<file path="src/rtl/quick_spi_pkg.sv">
// rtl/quick_spi_pkg.sv - shared state encoding, opcode constants and counter sizing for quick_spi
//
// Purpose: types and constants shared by the quick_spi responder and its
//          synchroniser helper.
// Contents: state_t (IDLE/RX_CMD/DELAY/TX_DATA/DONE), READ/WRITE opcode
//           values carried in the command MSB, cnt_bits() counter sizing.
package quick_spi_pkg;

  typedef enum logic [2:0] {
    IDLE,
    RX_CMD,
    DELAY,
    TX_DATA,
    DONE
  } state_t;

  localparam logic READ  = 1'b0;
  localparam logic WRITE = 1'b1;

  // Width of a counter that must be able to hold the value n.
  function automatic int cnt_bits(input int n);
    return (n < 1) ? 1 : $clog2(n + 1);
  endfunction

endpackage

</file>
<file path="src/rtl/quick_spi_sync_edge.sv">
// rtl/quick_spi_sync_edge.sv - synchroniser and edge strobes for sclk/ss_n/mosi
//
// Purpose: brings the asynchronous SPI pins into the clk domain and derives
//          single-cycle edge strobes from the last two synchronised samples.
// Parameter: SYNC_STAGES - synchroniser depth (>= 2).
// Ports:
//   clk, reset_n          system clock, synchronous active-low reset
//   sclk, ss_n, mosi      raw SPI pins
//   sclk_rise, sclk_fall  1-cycle strobes on synchronised sclk edges
//   ss_fall, ss_rise      1-cycle strobes on synchronised ss_n edges
//   mosi_s                synchronised mosi, aligned with the sclk strobes
module quick_spi_sync_edge #(
  parameter int SYNC_STAGES = 2
) (
  input  logic clk,
  input  logic reset_n,
  input  logic sclk,
  input  logic ss_n,
  input  logic mosi,
  output logic sclk_rise,
  output logic sclk_fall,
  output logic ss_fall,
  output logic ss_rise,
  output logic mosi_s
);

  // One extra history flop beyond the synchroniser for edge detection.
  logic [SYNC_STAGES:0]   sclk_q;
  logic [SYNC_STAGES:0]   ss_q;
  logic [SYNC_STAGES-1:0] mosi_q;

  // ss_n history resets low: a frame already in progress when reset
  // releases shows up as "still selected", so no falling edge is seen until
  // the master deselects and selects again.
  always_ff @(posedge clk) begin
    if (!reset_n) begin
      sclk_q <= '0;
      ss_q   <= '0;
      mosi_q <= '0;
    end else begin
      sclk_q <= {sclk_q[SYNC_STAGES-1:0], sclk};
      ss_q   <= {ss_q[SYNC_STAGES-1:0], ss_n};
      mosi_q <= {mosi_q[SYNC_STAGES-2:0], mosi};
    end
  end

  assign sclk_rise = sclk_q[SYNC_STAGES-1] & ~sclk_q[SYNC_STAGES];
  assign sclk_fall = ~sclk_q[SYNC_STAGES-1] & sclk_q[SYNC_STAGES];
  assign ss_rise   = ss_q[SYNC_STAGES-1] & ~ss_q[SYNC_STAGES];
  assign ss_fall   = ~ss_q[SYNC_STAGES-1] & ss_q[SYNC_STAGES];
  assign mosi_s    = mosi_q[SYNC_STAGES-1];

endmodule

</file>
<file path="src/rtl/quick_spi_slave.sv">
// rtl/quick_spi_slave.sv - oversampling SPI responder: command receive, delayed read response
//
// Purpose: receives an RX_WIDTH-bit command MSB first; when the command MSB
//          is READ, drives a TX_WIDTH-bit response after TX_DELAY_BITS dummy
//          SCLK periods.
// Option:  QUICK_SPI_SLAVE_TRISTATE_EN - miso floats (1'bz) while miso_oe=0.
// Ports:
//   clk, reset_n   system clock (>= 8x SCLK), synchronous active-low reset
//   sclk, ss_n     SPI clock and select from the master (asynchronous)
//   mosi, miso     serial data in / out; miso_oe high while miso is owned
//   rx_data        last complete command word
//   rx_valid       1-cycle pulse when rx_data updates
//   rd_req         1-cycle pulse with rx_valid when the command is a read
//   tx_data        response word, taken at load if tx_valid is high
//   tx_valid       response present; low at load -> zeros are sent
//   tx_underrun    1-cycle pulse, response loaded without tx_valid
//   frame_error    1-cycle pulse, ss_n released part way into a command
//   busy           frame in progress
module quick_spi_slave
  import quick_spi_pkg::*;
#(
  parameter int RX_WIDTH      = 16,
  parameter int TX_WIDTH      = 8,
  parameter int CPOL          = 0,
  parameter int CPHA          = 0,
  parameter int TX_DELAY_BITS = 3,
  parameter int SYNC_STAGES   = 2
) (
  input  logic                clk,
  input  logic                reset_n,
  input  logic                sclk,
  input  logic                ss_n,
  input  logic                mosi,
  output logic                miso,
  output logic                miso_oe,
  output logic [RX_WIDTH-1:0] rx_data,
  output logic                rx_valid,
  output logic                rd_req,
  input  logic [TX_WIDTH-1:0] tx_data,
  input  logic                tx_valid,
  output logic                tx_underrun,
  output logic                frame_error,
  output logic                busy
);

  localparam int BW = cnt_bits(RX_WIDTH);
  localparam int DW = cnt_bits(TX_DELAY_BITS);
  localparam int TW = cnt_bits(TX_WIDTH);

  logic sclk_rise, sclk_fall, ss_fall, ss_rise, mosi_s;

  quick_spi_sync_edge #(.SYNC_STAGES(SYNC_STAGES)) u_sync (
    .clk       (clk),
    .reset_n   (reset_n),
    .sclk      (sclk),
    .ss_n      (ss_n),
    .mosi      (mosi),
    .sclk_rise (sclk_rise),
    .sclk_fall (sclk_fall),
    .ss_fall   (ss_fall),
    .ss_rise   (ss_rise),
    .mosi_s    (mosi_s)
  );

  // Leading edge moves sclk away from its idle level.
  logic leading, trailing, sample_edge, shift_edge;
  assign leading     = (CPOL == 0) ? sclk_rise : sclk_fall;
  assign trailing    = (CPOL == 0) ? sclk_fall : sclk_rise;
  assign sample_edge = (CPHA == 0) ? leading : trailing;
  assign shift_edge  = (CPHA == 0) ? trailing : leading;

  state_t              state, state_d;
  logic [BW-1:0]       bit_cnt, bit_cnt_d;
  logic [DW-1:0]       dly_cnt, dly_cnt_d;
  logic [TW-1:0]       tx_cnt, tx_cnt_d;
  logic [RX_WIDTH-1:0] rx_shift, rx_shift_d, rx_next, rx_data_d;
  logic [TX_WIDTH-1:0] tx_shift, tx_shift_d, tx_word;
  logic                miso_r, miso_d, miso_oe_d;
  logic                rx_valid_d, rd_req_d, tx_underrun_d, frame_error_d;
  logic                load_go;

  always_ff @(posedge clk) begin
    if (!reset_n) begin
      state       <= IDLE;
      bit_cnt     <= '0;
      dly_cnt     <= '0;
      tx_cnt      <= '0;
      rx_shift    <= '0;
      tx_shift    <= '0;
      rx_data     <= '0;
      miso_r      <= 1'b0;
      miso_oe     <= 1'b0;
      rx_valid    <= 1'b0;
      rd_req      <= 1'b0;
      tx_underrun <= 1'b0;
      frame_error <= 1'b0;
    end else begin
      state       <= state_d;
      bit_cnt     <= bit_cnt_d;
      dly_cnt     <= dly_cnt_d;
      tx_cnt      <= tx_cnt_d;
      rx_shift    <= rx_shift_d;
      tx_shift    <= tx_shift_d;
      rx_data     <= rx_data_d;
      miso_r      <= miso_d;
      miso_oe     <= miso_oe_d;
      rx_valid    <= rx_valid_d;
      rd_req      <= rd_req_d;
      tx_underrun <= tx_underrun_d;
      frame_error <= frame_error_d;
    end
  end

  always_comb begin
    state_d       = state;
    bit_cnt_d     = bit_cnt;
    dly_cnt_d     = dly_cnt;
    tx_cnt_d      = tx_cnt;
    rx_shift_d    = rx_shift;
    tx_shift_d    = tx_shift;
    rx_data_d     = rx_data;
    miso_d        = miso_r;
    miso_oe_d     = miso_oe;
    rx_valid_d    = 1'b0;
    rd_req_d      = 1'b0;
    tx_underrun_d = 1'b0;
    frame_error_d = 1'b0;
    rx_next       = {rx_shift[RX_WIDTH-2:0], mosi_s};
    tx_word       = tx_valid ? tx_data : '0;
    // With CPHA=0 the first response bit must be on the wire before the
    // next leading edge, so it loads on the last dummy sample edge. With
    // CPHA=1 it waits for the following leading (shift) edge so miso only
    // ever changes on leading edges.
    if (CPHA == 0) load_go = sample_edge && (dly_cnt == DW'(TX_DELAY_BITS - 1));
    else           load_go = shift_edge && (dly_cnt == DW'(TX_DELAY_BITS));

    // Deselect has priority over any edge seen in the same cycle.
    if (ss_rise) begin
      frame_error_d = (state == RX_CMD) && (bit_cnt != '0);
      state_d       = IDLE;
      bit_cnt_d     = '0;
      dly_cnt_d     = '0;
      tx_cnt_d      = '0;
      tx_shift_d    = '0;
      miso_d        = 1'b0;
      miso_oe_d     = 1'b0;
    end else begin
      case (state)
        IDLE: begin
          if (ss_fall) begin
            state_d    = RX_CMD;
            bit_cnt_d  = '0;
            rx_shift_d = '0;
          end
        end
        RX_CMD: begin
          if (sample_edge) begin
            rx_shift_d = rx_next;
            bit_cnt_d  = bit_cnt + 1'b1;
            if (bit_cnt == BW'(RX_WIDTH - 1)) begin
              rx_data_d  = rx_next;
              rx_valid_d = 1'b1;
              case (rx_next[RX_WIDTH-1])
                READ: begin
                  rd_req_d  = 1'b1;
                  dly_cnt_d = '0;
                  state_d   = DELAY;
                end
                WRITE: state_d = DONE;
              endcase
            end
          end
        end
        DELAY: begin
          if (sample_edge && (dly_cnt != DW'(TX_DELAY_BITS))) dly_cnt_d = dly_cnt + 1'b1;
          if (load_go) begin
            tx_shift_d    = tx_word;
            miso_d        = tx_word[TX_WIDTH-1];
            miso_oe_d     = 1'b1;
            tx_underrun_d = !tx_valid;
            tx_cnt_d      = '0;
            state_d       = TX_DATA;
          end
        end
        TX_DATA: begin
          if (sample_edge) begin
            tx_cnt_d = tx_cnt + 1'b1;
            if (tx_cnt == TW'(TX_WIDTH - 1)) begin
              state_d   = DONE;
              miso_d    = 1'b0;
              miso_oe_d = 1'b0;
            end
          end else if (shift_edge && (tx_cnt != '0)) begin
            // No shift before the first bit has been sampled by the master.
            tx_shift_d = {tx_shift[TX_WIDTH-2:0], 1'b0};
            miso_d     = tx_shift[TX_WIDTH-2];
          end
        end
        DONE: ;
        default: state_d = IDLE;
      endcase
    end
  end

  assign busy = (state != IDLE);

`ifdef QUICK_SPI_SLAVE_TRISTATE_EN
  assign miso = miso_oe ? miso_r : 1'bz;
`else
  assign miso = miso_r;
`endif

endmodule

</file>
<file path="config.mk">
export PLATFORM = sky130hd
export DESIGN_NAME = quick_spi_slave
export DESIGN_NICKNAME = d
export VERILOG_FILES = /design/src/rtl/quick_spi_pkg.sv /design/src/rtl/quick_spi_sync_edge.sv /design/src/rtl/quick_spi_slave.sv
export SDC_FILE = /design/constraint.sdc
export NUM_CORES = 1
export LEC_CHECK = 0
export CORE_UTILIZATION = 59
export DETAILED_ROUTE_END_ITERATION = 10
export GPL_ROUTABILITY_DRIVEN = 1
export PLACE_DENSITY = 0.84
export SKIP_CTS_REPAIR_TIMING = 1
export SYNTH_ARGS = -nofsm -noshare
export SYNTH_HDL_FRONTEND = slang
export SYNTH_HIERARCHICAL = 1
export SYNTH_SLANG_ARGS = --single-unit
</file>
<file path="constraint.sdc">
create_clock -name clk -period 3.94 [get_ports clk]
set_input_delay 0.985 -clock clk [delete_from_list [all_inputs] [get_ports clk]]
set_output_delay 0.985 -clock clk [all_outputs]
set_load 0.03 [all_outputs]
</file>
=== Word-level counts from Yosys, hierarchy flattened ===
Cells that the tools add are included.

* Register bits: 66
* Logic and storage cells: 119

* Muxes and demuxes: 37
* Bitwise operators: 17
* Equality and inequality tests: 20
* Reductions and logical operators: 26
* $add $sub $neg: 3

{| class="wikitable"
|+ Operator list
! cell !! number
|-
| $mux W15 || 2
|-
| $pmux W15 S2 || 1
|-
| $mux W7 || 3
|-
| $ne A2 B2 Y1 const B || 10
|-
| $reduce_and A4 Y1 || 5
|-
| $mux W3 || 6
|-
| $pmux W3 S5 || 1
|-
| $pmux W7 S2 || 1
|-
| $not A1 Y1 || 13
|-
| $mux W5 || 2
|-
| $pmux W5 S2 || 1
|-
| $mux W1 || 8
|-
| $mux W2 || 4
|-
| $mux W4 || 2
|-
| $mux W8 || 1
|-
| $pmux W4 S2 || 1
|-
| $reduce_or A4 Y1 || 2
|-
| $reduce_and A7 Y1 || 1
|-
| $eq A3 B2 Y1 const B || 2
|-
| $ne A3 B3 Y1 const B || 2
|-
| $pmux W3 S2 || 1
|-
| $reduce_and A3 Y1 || 2
|-
| $reduce_bool A2 Y1 || 3
|-
| $add A5 B1 Y5 const B || 1
|-
| 21 further kinds || 28
|}

=== Logic depth before layout (Yosys ltp) ===
Gate-level depths: netlist of the first run.

* Depth after elaboration: 6
* Depth in mapped cells: 8
* Gate-level depth less buffers: 7

=== By module ===
The synthesis of the first run kept the hierarchy.

{| class="wikitable"
|+ By module, submodules not included
! module !! seq. area each (µm²) !! area each (µm²) !! cells each !! instances
|-
| quick_spi_slave || 1161.1 || 2717.6 || 316 || 1
|-
| quick_spi_sync_edge || 160.2 || 235.2 || 20 || 1
|}

=== Least setup slack after synthesis of the first run ===
No wires, ideal clock.

* Path type: register -> output
* From: register state[0]
* To: output port busy
* Required time: 2955 ps
* Path slack: 1849 ps
* Data arrival time: 1106 ps
* Cell stages (with the launch flop): 4
* Cell sequence: dfxtp_1 buf_4 clkbuf_1 or3_1

* Word-level cells in the longest chain between the ends: 1

{| class="wikitable"
|+ Ends and longest elaborated chain
! element !! line !! RTL
|-
| start: declaration || quick_spi_slave.sv:72 || <nowiki>state_t state, state_d;</nowiki>
|-
| start signal: assignment || quick_spi_slave.sv:98 || <nowiki>state <= state_d;</nowiki>
|-
| $reduce_bool A3 Y1 || quick_spi_slave.sv:205 || <nowiki>assign busy = (state != IDLE);</nowiki>
|-
| end: declaration || quick_spi_slave.sv:43 || <nowiki>output logic busy</nowiki>
|}

Every way passes these cells.

=== Worst setup path in the final report of the first run ===
Same ends and word-level chain as after synthesis.

==> metrics.md, run 1 <==
| Metric | Value |
|---|---|
| Status | finished, final reports clean |
| Peak VDD IR | 0.312 mV |
| Met2 usage | 0.396 |
| Cell variety after synth | 49 |
| # rows | 25 |
| Clock Latency Late Sink | 0.35 ns |
| DRT antenna net count | 0 |
| Nature of the critical path startpoint | flip-flop |
| Die Ht | around 73 µm |
| Top post-synthesis cells by area | dfxtp_1 (45%), nand2_1 (7.0%), a21boi_0 (5.3%) |
| Final Max Slew Viols | 0 |
| Critical Path, Cell by Cell | or3_1 > clkdlybuf4s50_1 |
| Max Cap Viol | 0 |
| Ant. Diodes | 0 |
| Setup violators final | 0 |
| Buffer and inverter count on the worst path | 1 |
| Critical Path Fanout Max | 17 |
| Crit path max-delay family | buffers and inverters |
| Share of cells above drive strength 1 | 0.0919 |
| Pwr Total | 1.43 mW |
| Synthesized area | 2950 µm² |
| Met1 Usage GRT | 0.322 |
| Post-layout nets | 386 |
| Crit path capture type | output pin |
| Synth warn | 6 |
| Post-Synthesis Net Count | approximately 360 |
| GRT busiest layer | met2 |
| Starting Density | 0.621 |
| Full die area | 5290 µm² |
| Critical Path Max Stage Delay | 0.60 ns |
| Post-synthesis sequential area ratio | 0.447 |
| Core area | roughly 4800 µm² |
| WP data arrival | between 1.5 and 2 ns |
| Vias post-DR | between 2000 and 2500 |
| CTS Buf Count | 9 |
| Largest net degree at the start of global routing | 40 |
| CP max-delay cell | clkdlybuf4s50_1 |
| Post-DR vias/cell | between 5 and 6 |
| Worst-path clk slew | about 0.070 ns |
| Routed length per instance | approximately 14 µm |
| Top cell type's share of synthesized area | 0.447 |
| H-tree Lvls | 3 |
| Period utilization | 0.712 |
| First-pass iteration count of the detailed router | 4 |
| Final std cells w/o fill | roughly 440 |
| Overflow after GRT | 0 |
| Cell leakage power | 1.21 nW |
| Setup Skew | 0.00605 ns |
| I/O pins | 37 |
| Yosys reg bits | 66 |
| Final GP Congestion | 0.799 |
| Total clock sinks | 66 |
| Slew at the pin with the worst max-slew slack | roughly 0.94 ns |
| Synth-to-layout area growth | 20.6% |
| Commonest non-fill, non-tap cell in the layout | dfxtp_1 |
| Max transition margin | 0.372 |
| Number of remaining DRC errors | 0 |
| Commonest non-fill, non-tap cells in the layout | dfxtp_1 (66), nand2_1 (55), clkdlybuf4s50_1 (36) |
| Fmax | 356 MHz |
| Dpl hpwl | between 3000 and 4000 µm |
| Gate Count Post-Synth | 336 |
| TNS Setup | 0 ns |
| Port Buffer Count | 36 |
| Cells after DPL | 421 |
| CTS tree | built |
| Post-synth EDFFs | 0 |
| M3 GR Usage | 0.0746 |
| Final min period | approximately 2.8 ns |
| Pwr/cell area | between 400 and 500 nW/µm² |
| Clock Tree Root | clkbuf_8 |
| Synth async-reset ratio | 0 |
| Die Wd | 72.7 µm |
| DRT iter0 DRCs | between 100 and 150 |
| RSZ-0062 raised after global routing | false |
| First-pass GRT wire length | 9970 µm |
| GRT Total Usage | 0.250 |
| Final wirelength | between 6000 and 7000 µm |
| Mapped Avg Cell Area | 8.79 µm² |
| Vias in the first global route | approximately 2200 |
| Initial antenna violation count | 0 |
| Worst Hold Class | reg -> reg |
| WS Path Type | reg -> out |
| Hold Violations, Final | 0 |
| Req. time, crit path | 2.95 ns |
| Main synth FF type | dfxtp_1 |
| Maximum clock path buffer count | 2 |
| Post-synth top area cell | dfxtp_1 |
==> metrics by stage <==
stage / cell area (µm²) / hold WS [ns] / utilization / setup WS [ns]
4_1_cts: 3560 / 0.438 / 0.749 / 1.12
3_3_place_gp: 3320 / 0.417 / 0.698 / 1.52
2_1_floorplan: 2950 / 0.412 / - / 1.85
3_5_place_dp: 3320 / 0.422 / 0.698 / 1.48
5_1_grt: 3560 / 0.448 / 0.749 / 1.01
6_report: 3560 / 0.431 / 0.749 / 1.13
==> final timing paths <==
kind | startpoint | endpoint | slack [ns] | cells past startpoint
setup / recovery | state[0] | busy | 1.13 | 2
hold / removal | u_sync/ss_q[0] | u_sync/ss_q[1] | 0.43 | 1
setup reg to reg | u_sync/sclk_q[1] | rx_shift[7] | 1.45 | 6
hold reg to reg | u_sync/ss_q[0] | u_sync/ss_q[1] | 0.43 | 1
==> worst reg2reg max path: cells and delay by family, from the launching register on <==
family / cells / cell delay, ns
flip-flops: 1 / 0.36
AND/OR/NAND/NOR: 3 / 1.42
buffers and inverters: 1 / 0.29
multiplexers: 1 / 0.14
AO/OA/AOI/OAI: 1 / 0.21
==> cell usage after synthesis (4+ instances only) <==
library cell / instances
ha_1: 7
clkbuf_1: 13
a21boi_0: 21
nor2_1: 18
a21boi_2: 10
nand2_1: 55
buf_2: 4
a21oi_1: 18
and2_1: 10
and3_1: 10
o21ai_0: 12
nor2b_1: 7
inv_1: 8
nand3_1: 18
or3_1: 5
a211oi_1: 8
dfxtp_1: 66
==> flip-flops by register name, indices dropped and copies added, names as in the netlist, 2 cells and up <==
register	flops
rx_data	16
rx_shift	15
tx_shift	7
bit_cnt	5
tx_cnt	4
state	3
u_sync/sclk_q	3
u_sync/ss_q	3
dly_cnt	2
u_sync/mosi_q	2
==> final cells by class <==
type                    count  area [µm²]
flip-flops and latches     66        1320
repair buffers             40         390
multi-input cells         240        1490
inverters                   8        30.0
fillers                   364        1190
well taps                  67        83.8
clock inverters             4        98.8
clock buffers              12         145
==> kinds of logic after synthesis <==
family                   Yosys count  share of synthesized area
buffers and inverters             30                     0.0475
adder cells (fa/ha/maj)            7                     0.0297
AO/OA/AOI/OAI                     82                      0.202
AND/OR/NAND/NOR                  148                      0.263
flip-flops                        66                      0.447
multiplexers                       3                     0.0102
==> power by group <==
group	switching [mW]	internal (mW)
clock	0.259	0.439
combinational	0.0282	0.0272
sequential	0.00258	0.671
==> layer usage <==
layer / up-vias / share of wire
met4: 0 / 0.012
met2: 56 / 0.46
li1: 1222 / -
met5: - / 0
met3: 8 / 0.056
met1: 1119 / 0.47
(Power assumes the default switching activity.)
==> run 2: changes to the inputs <==
Settings changed: CORE_UTILIZATION 59 to 55, PLACE_DENSITY 0.84 to 0.79.
Clock period 3.94 ns to 2.6 ns, I/O delays scaled along.
==> run 2 against run 1 <==
Register-to-register slack got worse by 0.96 ns. Count of clock-buffer cells in the layout did not move. Clock skew rose by 0.0022 ns. Combinational power up 53%. Clock power increased by 36%. Critical path type unchanged.
==> metrics.md, run 2 (synthesis gave the netlist of run 1 again) <==
| Metric | Value |
|---|---|
| Share of cells above drive strength 1 | 0.102 (+0.00971) |
| Max transition margin | 0.616 (+0.243) |
| Worst Hold Endpoint | u_sync/ss_q[1] |
| Slew at the pin with the worst max-slew slack | 0.576 ns (-0.360 ns) |
| Number of remaining DRC errors | 0 (unchanged) |
| Overflow after GRT | 0 (unchanged) |
| Cell leakage power | 1.22 nW (+0.92%) |
| Crit path capture type | output pin |
| Clock Tree Root | clkbuf_8 |
| TNS Setup | 0 ns (unchanged) |
| DRT antenna net count | 0 (unchanged) |
| Max Cap Viol | 0 (unchanged) |
| Largest net degree at the start of global routing | 36 (-10%) |
| Initial antenna violation count | 0 (unchanged) |
| R2r setup slk | 0.49 ns (-0.96 ns) |
| Vias in the first global route | 2333 (+7.0%) |
| Period utilization | 0.945 |
| GRT Total Usage | 0.231 (-0.0190) |
| Commonest non-fill, non-tap cells in the layout | dfxtp_1 (66), nand2_1 (55), clkdlybuf4s50_1 (36) |
| Buffer and inverter count on the worst path | 1 (unchanged) |
| Pwr/cell area | 575 nW/µm² (+44%) |
| R2R Path Start | bit_cnt[0] |
| DRT iter0 DRCs | 123 (+7.0%) |
| Post-route cell area | 3570 µm² (+0.25%) |
| H-tree Lvls | 3 (unchanged) |
| Status | finished, final reports clean |
| Crit path max-delay family | buffers and inverters |
| RSZ-0062 raised after global routing | false |
| Top reg by flops | rx_data |
| Total clock sinks | 66 (unchanged) |
| Worst Hold Class | reg -> reg |
| Ant. Diodes | 0 (unchanged) |
| Die Wd | 75.3 µm (+3.5%) |
| Starting Density | 0.574 (-0.0466) |
| Regs by FF count | rx_data (16), rx_shift (15), tx_shift (7) |
| Req. time, crit path | 1.95 ns (-1.00 ns) |
| WP data arrival | 1.81 ns (about the same) |
| Full die area | 5670 µm² (+7.1%) |
| I/O pins | 37 (unchanged) |
| Setup Skew | 0.00825 ns (+0.00219 ns) |
| Critical Path Fanout Max | 17 (unchanged) |
| Final Max Slew Viols | 0 (unchanged) |
| # rows | 26 (+4.0%) |
| Commonest non-fill, non-tap cell in the layout | dfxtp_1 |
| Max reg flops | 16 (unchanged) |
| Worst r2r dst | state[0] |
| Hold Violations, Final | 0 (unchanged) |
| Post-layout nets | 390 (+1.0%) |
| Core area | 5140 µm² (+8.1%) |
| Setup violators final | 0 (unchanged) |
| CTS Buf Count | 9 (unchanged) |
| Critical Path, Cell by Cell | or3_1 > clkdlybuf4s50_1 |
| Critical Path Max Stage Delay | 0.59 ns (about the same) |
| Maximum clock path buffer count | 2 (unchanged) |
| CP max-delay cell | clkdlybuf4s50_1 |
| Routed length per instance | 13.4 µm (-5.3%) |
| Final wirelength | 5970 µm (-3.8%) |
| First-pass iteration count of the detailed router | 4 (unchanged) |
| First-pass GRT wire length | 9880 µm (-0.90%) |
| Dpl hpwl | 4060 µm (+5.2%) |
| CTS tree | built |
| Synth-to-layout area growth | 20.9% |
| Final GP Congestion | 0.808 (+1.2%) |
| Placed Area | 3350 µm² (+1.0%) |
| Worst-path clk slew | 0.07 ns (about the same) |
| Peak VDD IR | 0.332 mV (+6.4%) |
| Post-DR vias/cell | 5.52 (+0.27%) |
| Die Ht | 75.3 µm (+3.5%) |
| Nature of the critical path startpoint | flip-flop |
| Clock Latency Late Sink | 0.33 ns (-0.02 ns) |
| WS Path Type | reg -> out |
| Vias post-DR | 2450 (+1.9%) |
| Fmax | approximately 410 MHz |
| WHS Path Cells | 1 (unchanged) |
| Hold Crit Start | u_sync/ss_q[0] |
| Port Buffer Count | 36 (unchanged) |
| Worst Reg2Reg Path Length in Cells | 7 (+1) |
| Final min period | ~2.5 ns |
[run 2: changes by cell type in the layout (fill, tap and decap cells not counted), sizes merged]
cell | before | now
buf | 4 | 8
inv | 8 | 9
bufinv | 3 | 2
[run 2: report_power, final]
group | internal, mW | switching, mW | total [mW]
Sequential | 1.02 | 0.00388 | 1.02
Clock | 0.569 | 0.379 | 0.948
Combinational | 0.0429 | 0.0420 | 0.0849
[run 2: worst max-delay path by stage]
stage / startpoint / end / slack [ns] / cells after the start
after CTS: state[0] / busy / 0.14 / 2
after detailed placement: reset_n / state[0] / 0.41 / 4
final: state[0] / busy / 0.14 / 2
after floorplan: bit_cnt[0] / state[2] / 0.80 / 7
after global placement: reset_n / bit_cnt[4] / 0.50 / 4
after global routing: state[0] / busy / 0.09 / 2
[run 2: area by class of cell]
cell class	instances	area, µm²
Fill cell	437	1570
Multi-Input combinational cell	240	1490
Sequential cell	66	1320
Timing Repair Buffer	44	420
Clock buffer	12	145
Tap cell	70	87.6
Clock inverter	4	73.8
Inverter	8	30.0
[run 2: metrics by stage]
stage          hold slack, ns   util  setup slack, ns  total power, mW  std cells
3_3_place_gp            0.417  0.652            0.504             1.13        428
5_1_grt                 0.464  0.694           0.0863             2.12        444
4_1_cts                 0.437  0.694            0.142             2.06        444
3_5_place_dp            0.421  0.652            0.412             1.13        428
2_1_floorplan           0.412      -            0.797             1.09        336
6_report                0.432  0.694            0.143             2.05        444
[run 2: layer usage]
layer | vias to the layer above | routed length, µm | GRT usage
met5 | - | 0 | 0
met2 | 57 | 2880 | 0.399
met1 | 1150 | 2740 | 0.280
met4 | 0 | 101 | 0.101
met3 | 9 | 247 | 0.0469
li1 | 1234 | - | -
[run 2: worst reg2reg max path: stages, from the launching register on]
cell,delay (ns)
dfxtp_1,0.35
ha_1,0.23
and3_1,0.19
ha_1,0.21
a21o_1,0.17
a221oi_1,0.50
o21ai_0,0.20
a21oi_1,0.19
==> run 3: changes to the inputs <==
Settings changed: CORE_UTILIZATION 55 to 59, PLACE_DENSITY 0.79 to 0.84.
Clock period 2.6 ns to 3 ns, I/O delays scaled along.
==> run 3 against run 2 <==
Global-route usage increased by 1.6 points. Sequential share of layout area increased by 0.25 points. First-iteration DRC count decreased by 1.6%. Clock power decreased by 10%. Critical path depth unchanged. Largest cell class unchanged. Largest power group unchanged. Highest routed layer unchanged.
==> metrics.md, run 3 (synthesis gave the netlist of run 1 again) <==
| Metric | Value |
|---|---|
| DRT antenna net count | 0 (unchanged) |
| Slew at the pin with the worst max-slew slack | 0.928 ns (+0.352 ns) |
| Fmax | roughly 390 MHz |
| CTS Buf Count | 9 (unchanged) |
| Port Buffer Count | 36 (unchanged) |
| GRT busiest layer | met2 |
| Ant. Diodes | 0 (unchanged) |
| Overflow after GRT | 0 (unchanged) |
| Initial antenna violation count | 0 (unchanged) |
| Commonest non-fill, non-tap cells in the layout | dfxtp_1 (66), nand2_1 (55), clkdlybuf4s50_1 (36) |
| Synth-to-layout area growth | 20.1% |
| Post-layout nets | 386 (-1.0%) |
| Max transition margin | 0.378 (-0.238) |
| Setup violators final | 0 (unchanged) |
| Met2 usage | 0.395 (-0.00480) |
| Placement Setup Slack | 0.631 ns (+0.219 ns) |
| WHS Path Cells | 1 (unchanged) |
| Met1 Usage GRT | 0.312 (+0.0320) |
| Die Wd | 72.7 µm (-3.4%) |
| TNS Setup | 0 ns (unchanged) |
| CTS tree | built |
| H-tree Lvls | 3 (unchanged) |
| Worst-path clk slew | 0.07 ns (about the same) |
| Crit path capture type | output pin |
| Clock Tree Root | clkbuf_8 |
| Peak VDD IR | 0.393 mV (+18%) |
| Full die area | 5290 µm² (-6.6%) |
| M3 GR Usage | 0.0649 (+0.0181) |
| Starting Density | 0.621 (+0.0466) |
| Post-DR vias/cell | 5.58 (+1.1%) |
| # rows | 25 (-3.8%) |
| Total clock sinks | 66 (unchanged) |
| RSZ-0062 raised after global routing | false |
| WS Path Type | reg -> out |
| Dpl hpwl | 3910 µm (-3.7%) |
| Vias post-DR | 2439 (-0.45%) |
| Critical Path Fanout Max | 17 (unchanged) |
| FF+latch area | 1320 µm² (unchanged) |
| Top reg by flops | rx_data |
| Cell leakage power | 1.21 nW (-1.2%) |
| DRT iter0 DRCs | 121 (-1.6%) |
| Clock Latency Late Sink | 0.35 ns (+0.02 ns) |
| Routed length per instance | 13.8 µm (+2.9%) |
| Die Ht | 72.7 µm (-3.4%) |
| Final wirelength | 6050 µm (+1.3%) |
| Period utilization | 0.861 |
| Final min period | 2.58 ns |
| Req. time, crit path | 2.25 ns (+0.30 ns) |
| I/O pins | 37 (unchanged) |
| Multi-input gate area | 1490 µm² (unchanged) |
| First-pass GRT wire length | 9920 µm (+0.43%) |
| Maximum clock path buffer count | 2 (unchanged) |
| Regs by FF count | rx_data (16), rx_shift (15), tx_shift (7) |
| Pwr/cell area | 510 nW/µm² (-11%) |
| Share of cells above drive strength 1 | 0.0946 (-0.00701) |
| GRT Total Usage | 0.247 (+0.0161) |
| Worst Reg2Reg Path Length in Cells | 5 (-2) |
| Setup WS post-layout | 0.416 ns (+0.273 ns) |
| Final Max Slew Viols | 0 (unchanged) |
| Commonest non-fill, non-tap cell in the layout | dfxtp_1 |
| Max Cap Viol | 0 (unchanged) |
| Nature of the critical path startpoint | flip-flop |
| Number of remaining DRC errors | 0 (unchanged) |
| Status | finished, final reports clean |
| Fill cells | 364 (-17%) |
| Hold Violations, Final | 0 (unchanged) |
| Largest net degree at the start of global routing | 35 (-2.8%) |
| Final GP Congestion | 0.793 (-1.9%) |
| Worst Hold Class | reg -> reg |
| Setup Skew | 0.00734 ns (-0.000904 ns) |
| Max reg flops | 16 (unchanged) |
| WP data arrival | 1.83 ns (+0.02 ns) |
| Core area | 4750 µm² (-7.5%) |
| Vias in the first global route | 2267 (-2.8%) |
| First-pass iteration count of the detailed router | 4 (unchanged) |
## run 3: report_power, final
group | internal (mW) | total [mW] | switching, mW
Sequential | 0.881 | 0.884 | 0.00332
Clock | 0.514 | 0.851 | 0.337
Combinational | 0.0355 | 0.0719 | 0.0363
## run 3: stage by stage
stage          cell area, µm²  utilization  power (mW)  instances  hold WS, ns
2_1_floorplan            2950            -       0.947        336        0.412
5_1_grt                  3550        0.746        1.86        437        0.449
6_report                 3550        0.746        1.81        437        0.426
4_1_cts                  3550        0.746        1.82        437        0.433
3_5_place_dp             3320        0.698       0.975        421        0.423
3_3_place_gp             3320        0.698       0.975        421        0.416
## run 3: final timing paths
path,startpoint,to,slack (ns)
max,state[0],busy,0.42
min,u_sync/sclk_q[0],u_sync/sclk_q[1],0.43
max reg2reg,state[0],rx_data[1],0.70
min reg2reg,u_sync/sclk_q[0],u_sync/sclk_q[1],0.43
## run 3: critical path, stage by stage (launching register included)
cell	delay, ns
dfxtp_1	0.47
or3_1	0.43
clkdlybuf4s50_1	0.59
## run 3: final cells by class
class	count	area share
clock buffer	12	0.0438
timing repair buffer	40	0.110
sequential	66	0.373
tap	67	0.0236
clock inverter	4	0.0208
multi-input combinational	240	0.421
inverter	8	0.00847
## run 3: routing by layer
metal,vias up,part of all wire
met1,1144,0.47
met2,57,0.47
met5,-,0
li1,1229,-
met3,9,0.044
met4,0,0.018
